[config.mk]
export PLATFORM = sky130hd
export DESIGN_NAME = pipe_adder
export DESIGN_NICKNAME = d
export VERILOG_FILES = /design/src/rtl/adder_pkg.sv /design/src/rtl/pipe_adder_stage.sv /design/src/rtl/pipe_adder.sv
export SDC_FILE = /design/constraint.sdc
export NUM_CORES = 1
export LEC_CHECK = 0
export CELL_PAD_IN_SITES_DETAIL_PLACEMENT = 0
export CELL_PAD_IN_SITES_GLOBAL_PLACEMENT = 2
export CORE_MARGIN = 5
export CORE_UTILIZATION = 22
export CTS_CLUSTER_SIZE = 25
export DETAILED_ROUTE_END_ITERATION = 8
export GPL_ROUTABILITY_DRIVEN = 0
export PLACE_DENSITY = 0.73
export SLEW_MARGIN = 20
export SYNTH_ARGS = -nofsm -noshare
export SYNTH_HDL_FRONTEND = slang
export SYNTH_SLANG_ARGS = --single-unit
[constraint.sdc]
create_clock -name clk -period 1.8 [get_ports clk]
set_input_delay 0.54 -clock clk [delete_from_list [all_inputs] [get_ports clk]]
set_output_delay 0.54 -clock clk [all_outputs]
set_load 0.02 [all_outputs]
[src/rtl/adder_pkg.sv]
// Shared types and defaults for the pipelined add/subtract unit.
// Build option: PIPE_ADDER_SAT_EN clamps negative SUB results to zero.
package adder_pkg;

    typedef enum logic {OP_ADD, OP_SUB} op_e;

    localparam int DEFAULT_WIDTH  = 4;
    localparam int DEFAULT_STAGES = 1;

endpackage

[src/rtl/pipe_adder_stage.sv]
// One register slice of the adder pipeline: valid bit, result and borrow.
// Loads when enabled, holds otherwise; synchronous reset clears every field.
module pipe_adder_stage
    import adder_pkg::*;
#(
    parameter int WIDTH = DEFAULT_WIDTH
) (
    input  logic             clk,
    input  logic             rst,
    input  logic             en,
    input  logic             d_valid,
    input  logic [WIDTH:0]   d_sum,
    input  logic             d_borrow,
    output logic             q_valid,
    output logic [WIDTH:0]   q_sum,
    output logic             q_borrow
);

    always_ff @(posedge clk) begin
        if (rst) begin
            q_valid  <= 1'b0;
            q_sum    <= '0;
            q_borrow <= 1'b0;
        end else if (en) begin
            q_valid  <= d_valid;
            q_sum    <= d_sum;
            q_borrow <= d_borrow;
        end
    end

endmodule

[src/rtl/pipe_adder.sv]
// Pipelined add/subtract unit with valid/ready on both sides and a global stall.
// Build option: PIPE_ADDER_SAT_EN clamps SUB results with a < b to zero (borrow still set).
module pipe_adder
    import adder_pkg::*;
#(
    parameter int WIDTH  = DEFAULT_WIDTH,
    parameter int STAGES = DEFAULT_STAGES
) (
    input  logic             clk,
    input  logic             rst,
    input  logic             in_valid,
    output logic             in_ready,
    input  logic [WIDTH-1:0] a,
    input  logic [WIDTH-1:0] b,
    input  op_e              op,
    output logic             out_valid,
    input  logic             out_ready,
    output logic [WIDTH:0]   sum,
    output logic             borrow
);

    // Handshake: a transfer happens on a side when its valid and ready are both
    // high at the clock edge. The whole pipe advances together whenever the
    // output is empty or being taken; otherwise every stage holds, so the output
    // stays stable while out_valid && !out_ready. in_ready never looks at in_valid.
    logic           advance;
    logic [WIDTH:0] a_ext;
    logic [WIDTH:0] b_ext;
    logic [WIDTH:0] res;
    logic           res_borrow;

    logic           v_chain [STAGES+1];
    logic [WIDTH:0] s_chain [STAGES+1];
    logic           b_chain [STAGES+1];

    assign a_ext = {1'b0, a};
    assign b_ext = {1'b0, b};

    always_comb begin
        res        = '0;
        res_borrow = 1'b0;
        if (op == OP_SUB) begin
            res        = a_ext - b_ext;
            res_borrow = (a < b);
`ifdef PIPE_ADDER_SAT_EN
            if (res_borrow) begin
                res = '0;
            end
`endif
        end else begin
            res = a_ext + b_ext;
        end
    end

    assign advance  = !out_valid || out_ready;
    assign in_ready = advance;

    assign v_chain[0] = in_valid;
    assign s_chain[0] = res;
    assign b_chain[0] = res_borrow;

    for (genvar i = 0; i < STAGES; i++) begin : g_stage
        pipe_adder_stage #(
            .WIDTH (WIDTH)
        ) u_stage (
            .clk      (clk),
            .rst      (rst),
            .en       (advance),
            .d_valid  (v_chain[i]),
            .d_sum    (s_chain[i]),
            .d_borrow (b_chain[i]),
            .q_valid  (v_chain[i+1]),
            .q_sum    (s_chain[i+1]),
            .q_borrow (b_chain[i+1])
        );
    end

    assign out_valid = v_chain[STAGES];
    assign sum       = s_chain[STAGES];
    assign borrow    = b_chain[STAGES];

endmodule
==> run summary, run 1 <==
final worst slack: 0.0343 ns
Clock Skews: 0.00222 ns
Worst Max-Slew Pin Slew: 0.313 ns
final setup fails: 0
Flop pwr share: 0.337
switching power: 0.159 mW
DRT Wirelength: 1.39 mm
Synth Cell Area: 573 um2
# DRC: 0
Slew Limit Headroom: 0.789
vias per cell: 4.31
final layout net count: 123
Avg Inst Size Synth: 9.10 um2
Num CTS Buffers: 3
Cells after Synth: 63
layout cells sized above 1: 0.323
Root Driver: clkbuf_4
Hold Fails Final Rpt: 0
critical path startpoint category: input port
Max-Cap Viols: 0
CP endpoint: g_stage[0].u_stage.q_sum[3]
crit path time final: 1.77 ns
R2R setup slack: 0.44 ns
initial DRC count: 8
largest net degree at the start of global routing: 10
final critical-path share of the clock period: 0.981
die height: 61.0 um
Static Leak: 0.428 nW
Crit. Startpoint: a[1]
Crit Reg-Reg Endpoint: g_stage[0].u_stage.q_sum[3]
CP max FO: 3
Total GRT Usage: 0.0789
RSZ-0062 raised after global routing: yes
Combinational Power Share: 0.406
Reg2Reg Depth: 6
FMAX: 566 MHz
reg2reg start: g_stage[0].u_stage.q_valid
diode count: 0
post-synth top area cell: dfxtp_1
post-DR wirelength/cell: 10.8 um
CTS tree: done
number of vias in the routed layout: 556
crit path kind: in -> reg
core area: 2480 um2
Num Clock Sinks: 7
top cells by area, synth: dfxtp_1 (24%), ha_1 (17%), fa_1 (7.0%), inv_1 (4.6%), nor2_1 (4.6%)
synth warn: 0
share of the synthesized area in the top cell type: 0.245
count of cell types in the netlist: 28
die area: 3730 um2
setup bufs post-CTS: 0
first-pass GRT wire length: 2.16 mm
P per Cell Area: 555 nW/um2
post-route insts no fill: 129
cts-stage hold buffer count: 0
Clk pwr share: 0.257
placed cell count: 125
hpwl dp: 1.21 mm
Reg clk slew, reported paths: 0.05 ns
CP Capture Type: flip-flop
Req. time, crit path: 1.93 ns
FP Rows: 18
latest clock arrival within the worst-skew pair: 0.24 ns
WHS Path Cells: 2
H-tree Lvls: 1
Sw Ratio: 0.298
Slew Viols, Final: 0
Int Power: 0.375 mW
grt ovf: 0
die width: 61.0 um
vias in the first global route: 539
outcome: finished, final reports clean
Setup TNS: 0 ns
CTS max path bufs: 2
Boundary Pins: 21
initial antenna violation count: 0
Initial Util: 0.231
crit path DAT: 1.90 ns
Routed Antenna Nets: 0
worst slack, placed: -0.506 ns
register area share after synthesis: 0.245
post-synth net total: 86
Layout area overhead: 67.7%
drt first pass iters: 4
Hold Path Class: reg -> reg
Seq cells post-synth: 7
Peak supply drop: 0.000307 V
IO buf count: 20
[layout by cell type, fill, tap and decap left out, types with 2 or more instances in the layout]
cell and count:
a211oi_1 2, a21oi_1 2, nand2_1 3, a311oi_1 2
clkbuf_4 3, inv_2 3, ha_2 3, ha_1 3
ha_4 2, nor2b_4 2, buf_4 13, fa_2 2
inv_1 5, o21ai_1 3, clkdlybuf4s50_1 11, nor2_1 7
dlygate4sd2_1 7, dfxtp_1 7
[final cells by class]
| type | count | area [um2] |
|---|---|---|
| Multi-Input combinational cell | 47 | 440 |
| Sequential cell | 7 | 140 |
| Timing Repair Buffer | 33 | 287 |
| Inverter | 8 | 30.0 |
| Clock buffer | 4 | 26.3 |
| Tap cell | 30 | 37.5 |
| Fill cell | 281 | 1520 |
[repair_timing]
action,in CTS,in global routing
pin swaps,4,0
setup endpoints to repair,6,3
resized for setup,20,4
[metrics by stage]
stage	util	hold slack, ns	cell area [um2]	power, mW
global route	0.388	0.504	961	0.573
floorplan	-	0.522	573	0.288
CTS	0.381	0.454	943	0.542
finish	0.388	0.453	961	0.534
global placement	0.362	0.446	897	0.396
detailed placement	0.362	0.447	897	0.396
[power groups by stage]
| stage | logic (mW) | registers, mW | clock network [mW] |
|---|---|---|---|
| floorplan | 0.0862 | 0.202 | 0 |
| global placement | 0.213 | 0.183 | 0 |
| detailed placement | 0.213 | 0.183 | 0 |
| CTS | 0.217 | 0.180 | 0.145 |
| global route | 0.238 | 0.182 | 0.153 |
| finish | 0.217 | 0.180 | 0.137 |
[Yosys cell counts (all sizes together)]
| library cell | count |
|---|---|
| nor4b | 1 |
| o211ai | 1 |
| a311o | 1 |
| mux2i | 1 |
| ha | 8 |
| nand3b | 1 |
| nor3 | 1 |
| dfxtp | 7 |
| o21ba | 1 |
| o21a | 1 |
| buf | 1 |
| nor2 | 7 |
| a311oi | 2 |
| a21oi | 3 |
| inv | 8 |
| nand3 | 1 |
| o21bai | 1 |
| a211oi | 2 |
| and4b | 1 |
| a32o | 1 |
| nor3b | 1 |
| nand2 | 3 |
| nor2b | 3 |
| xnor2 | 1 |
| o21ai | 3 |
| fa | 2 |
[cells by family after synthesis]
| logic type | share of synthesized area |
|---|---|
| XOR/XNOR | 0.0153 |
| buffers and inverters | 0.0721 |
| AND/OR/NAND/NOR | 0.205 |
| adder cells (fa/ha/maj) | 0.245 |
| multiplexers | 0.0175 |
| AO/OA/AOI/OAI | 0.201 |
| flip-flops | 0.245 |
[worst min path at each step]
stage                     slack [ns]                     endpoint                   startpoint
final                           0.45  g_stage[0].u_stage.q_sum[1]  g_stage[0].u_stage.q_sum[1]
after global routing            0.50  g_stage[0].u_stage.q_sum[1]  g_stage[0].u_stage.q_sum[1]
after CTS                       0.45  g_stage[0].u_stage.q_sum[1]  g_stage[0].u_stage.q_sum[1]
after detailed placement        0.45  g_stage[0].u_stage.q_sum[1]  g_stage[0].u_stage.q_sum[1]
after global placement          0.45  g_stage[0].u_stage.q_sum[1]  g_stage[0].u_stage.q_sum[1]
after floorplan                 0.52  g_stage[0].u_stage.q_sum[1]  g_stage[0].u_stage.q_sum[1]
[flip-flops by register name, indices dropped and copies added, names as in the netlist]
signal / count
g_stage.u_stage.q_sum: 5
g_stage.u_stage.q_valid: 1
g_stage.u_stage.q_borrow: 1
[metal layers]
layer | GRT usage | part of all wire | up-vias
met4 | 0.0464 | 0.010 | 0
li1 | - | - | 295
met5 | 0 | 0 | -
met2 | 0.133 | 0.44 | 15
met1 | 0.0941 | 0.46 | 244
met3 | 0.0126 | 0.087 | 2
[worst max-delay path: stages]
cell	delay (ns)
dlygate4sd2_1	0.29
ha_4	0.28
nor2b_4	0.13
o211ai_1	0.12
and4b_1	0.22
a311o_1	0.31
(Power assumes the default switching activity.)
==> inputs of run 2 (changes only) <==
Settings changed: HOLD_SLACK_MARGIN set to 0.02.
==> results of run 2 <==
Same layout as run 1: the final DEF is identical, and so are final timing and power.
==> inputs of run 3 (changes only) <==
Settings changed: ABC_AREA set to 1, CORE_UTILIZATION 22 to 20, PLACE_DENSITY 0.73 to 0.72, SYNTH_HIERARCHICAL set to 1.
==> run 3 against run 2 <==
Effect of this change:
- cell area grew 4.6%
- synthesized area grew 8.7%
- register-to-register slack gained 0.47 ns
- largest cell class unchanged
==> run summary, run 3 <==
grt ovf: 0 (unchanged)
total power draw: 0.560 mW (+5.0%)
Max-Cap Viols: 0 (unchanged)
biggest regs: g_stage.u_stage/q_sum x5, g_stage.u_stage/q_borrow x1, g_stage.u_stage/q_valid x1
crit path time final: 1.73 ns (-0.0311 ns)
Synth Cell Area: 623 um2 (+8.7%)
final layout net count: 151 (+23%)
Hold Fails Final Rpt: 0 (unchanged)
number of vias in the routed layout: 646 (+16%)
CP max FO: 2 (-1)
Flop pwr share: 0.322 (-0.015)
Post-synth EDFFs: 0 (unchanged)
crit path kind: reg -> out
share of the synthesized area in the top cell type: 0.225 (-0.0196)
Seq cells post-synth: 7 (unchanged)
die width: 65.8 um (+7.8%)
Sw Ratio: 0.334 (+0.0363)
Cells after Synth: 96 (+52%)
vias in the first global route: 627 (+16%)
P per Cell Area: 558 nW/um2 (+0.44%)
Static Leak: 0.550 nW (+29%)
Hold Path Class: reg -> reg
worst hold slack: 0.460 ns (+0.00711 ns)
post-DR wirelength/cell: 9.07 um (-16%)
switching power: 0.187 mW (+18%)
largest net degree at the start of global routing: 15 (+5)
Req. time, crit path: 1.26 ns (-0.67 ns)
final worst slack: 0.0654 ns (+0.0311 ns)
Num Clock Sinks: 7 (unchanged)
Reg clk slew, reported paths: 0.05 ns (about the same)
most flop-heavy register: g_stage.u_stage/q_sum
CP max-delay cell: clkdlybuf4s50_1
Clock Skews: 0.000287 ns (-0.00193 ns)
worst slack, placed: -0.481 ns (+0.0247 ns)
Int Power: 0.373 mW (-0.41%)
latest clock arrival within the worst-skew pair: 0.25 ns (about the same)
Slew Limit Headroom: 0.841 (+0.0522)
vias per cell: 3.78 (-12%)
DRT Wirelength: 1.55 mm (+12%)
FMAX: 577 MHz (+1.8%)
CTS tree: done
top cells by area, synth: dfxtp_1 (22%), nand2_1 (17%), ha_1 (16%), nor2_1 (12%), inv_1 (11%)
post-synth net total: 119 (+38%)
max reg flops: 5 (unchanged)
count of cell types in the netlist: 17 (-39%)
Routed Antenna Nets: 0 (unchanged)
CP cell instances: clkdlybuf4s50_1
first-pass GRT wire length: 2.57 mm (+19%)
Avg Inst Size Synth: 6.49 um2 (-29%)
synth warn: 6 (+6)
final setup fails: 0 (unchanged)
Peak supply drop: 0.000275 V (-10%)
H-tree Lvls: 1 (unchanged)
die area: 4330 um2 (+16%)
Initial Util: 0.206 (-0.0255)
FP Rows: 20 (+2)
critical path startpoint category: flip-flop
commonest non-fill, non-tap cell in the layout: nand2_1
Crit path largest cell delay: 0.61 ns (+0.30 ns)
drt first pass iters: 4 (unchanged)
crit path buf inv count: 1 (unchanged)
core area: 3030 um2 (+22%)
Total GRT Usage: 0.0760 (-0.00298)
outcome: finished, final reports clean
crit path DAT: 1.19 ns (-0.71 ns)
most frequent cells in the layout: nand2_1 (27), nor2_1 (20), inv_1 (14)
diode count: 0 (unchanged)
post-synth top area cell: dfxtp_1
Clk pwr share: 0.253 (-0.004)
Worst Max-Slew Pin Slew: 0.239 ns (-0.0742 ns)
initial DRC count: 11 (+3)
# DRC: 0 (unchanged)
CTS max path bufs: 2 (unchanged)
crit-path leading delay family: buffers and inverters
cts-stage hold buffer count: 0 (unchanged)
most numerous cell in the Yosys netlist: nand2_1
Combinational Power Share: 0.426 (+0.020)
Synth top cells by count: nand2_1 (28), nor2_1 (20), inv_1 (18), ha_1 (8), dfxtp_1 (7)
hpwl dp: 1.21 mm (about the same)
Root Driver: clkbuf_4
asr flop ratio synth: 0 (unchanged)
die height: 65.8 um (+7.8%)
initial antenna violation count: 0 (unchanged)
CP Capture Type: primary output
Setup TNS: 0 ns (unchanged)
Layout area overhead: 61.2%
leading register cell type out of synthesis: dfxtp_1
IO buf count: 20 (unchanged)
layout cells sized above 1: 0.236 (-0.0870)
Num CTS Buffers: 3 (unchanged)
Layout Utilization: 0.332 (-0.0561)
register area share after synthesis: 0.225 (-0.0196)
RSZ-0062 raised after global routing: yes
Slew Viols, Final: 0 (unchanged)
Boundary Pins: 21 (unchanged)
final critical-path share of the clock period: 0.964 (-0.0173)
## run 3: cell count changes after synthesis, sizes merged, moves of 2 or more
| cell | change |
|---|---|
| a311oi | -2 |
| nor2 | +13 |
| nand2 | +25 |
| nor2b | -3 |
| inv | +11 |
| a211oi | -2 |
## run 3: repair_timing
action,CTS,global route
pin swaps,7,11
setup buffers,1,0
endpoints found under the setup margin,6,5
endpoints found under the hold margin,0,0
resized for setup,21,13
## run 3: area by class of cell
class,instances,area [um2]
multi-input cells,69,458
fillers,341,2020
flip-flops and latches,7,140
repair buffers,28,254
inverters,19,71.3
clock buffers,4,26.3
well taps,44,55.1
## run 3: per-stage QoR
stage | std cells | area (um2)
detailed placement | 166 | 920
global placement | 166 | 920
finish | 171 | 1000
floorplan | 96 | 623
CTS | 171 | 973
global route | 171 | 1000
## run 3: worst paths after layout
path                                 end  cells past startpoint                   startpoint  slack (ns)
max                               sum[4]                      1  g_stage[0].u_stage/q_sum[4]        0.07
min          g_stage[0].u_stage/q_sum[3]                      2  g_stage[0].u_stage/q_sum[3]        0.46
max reg2reg  g_stage[0].u_stage/q_sum[1]                      5   g_stage[0].u_stage/q_valid        0.91
min reg2reg  g_stage[0].u_stage/q_sum[3]                      2  g_stage[0].u_stage/q_sum[3]        0.46
## run 3: cell families (layout without fill, tap and decap cells)
logic type      after synthesis  count (layout)  share of synthesized area
compound gates                6               6                     0.0703
fa+ha+maj                    10              10                      0.225
buf+inv                      20              51                      0.133
xor+xnor                      1               1                     0.0141
flops                         7               7                      0.225
simple gates                 51              51                      0.317
mux                           1               1                     0.0161
## run 3: layer usage
layer / routed length (um) / part of all wire / track usage
met5: 0 / 0 / 0
met3: 61 / 0.039 / 0.0255
met4: 17 / 0.011 / 0.0155
met2: 780 / 0.50 / 0.129
met1: 691 / 0.45 / 0.0926
## run 3: power by group through the flow
| stage | logic, mW | registers, mW | clock network (mW) |
|---|---|---|---|
| 4_1_cts | 0.232 | 0.181 | 0.148 |
| 2_1_floorplan | 0.107 | 0.202 | 0 |
| 3_3_place_gp | 0.225 | 0.183 | 0 |
| 6_report | 0.239 | 0.180 | 0.142 |
| 5_1_grt | 0.271 | 0.183 | 0.161 |
| 3_5_place_dp | 0.225 | 0.184 | 0 |
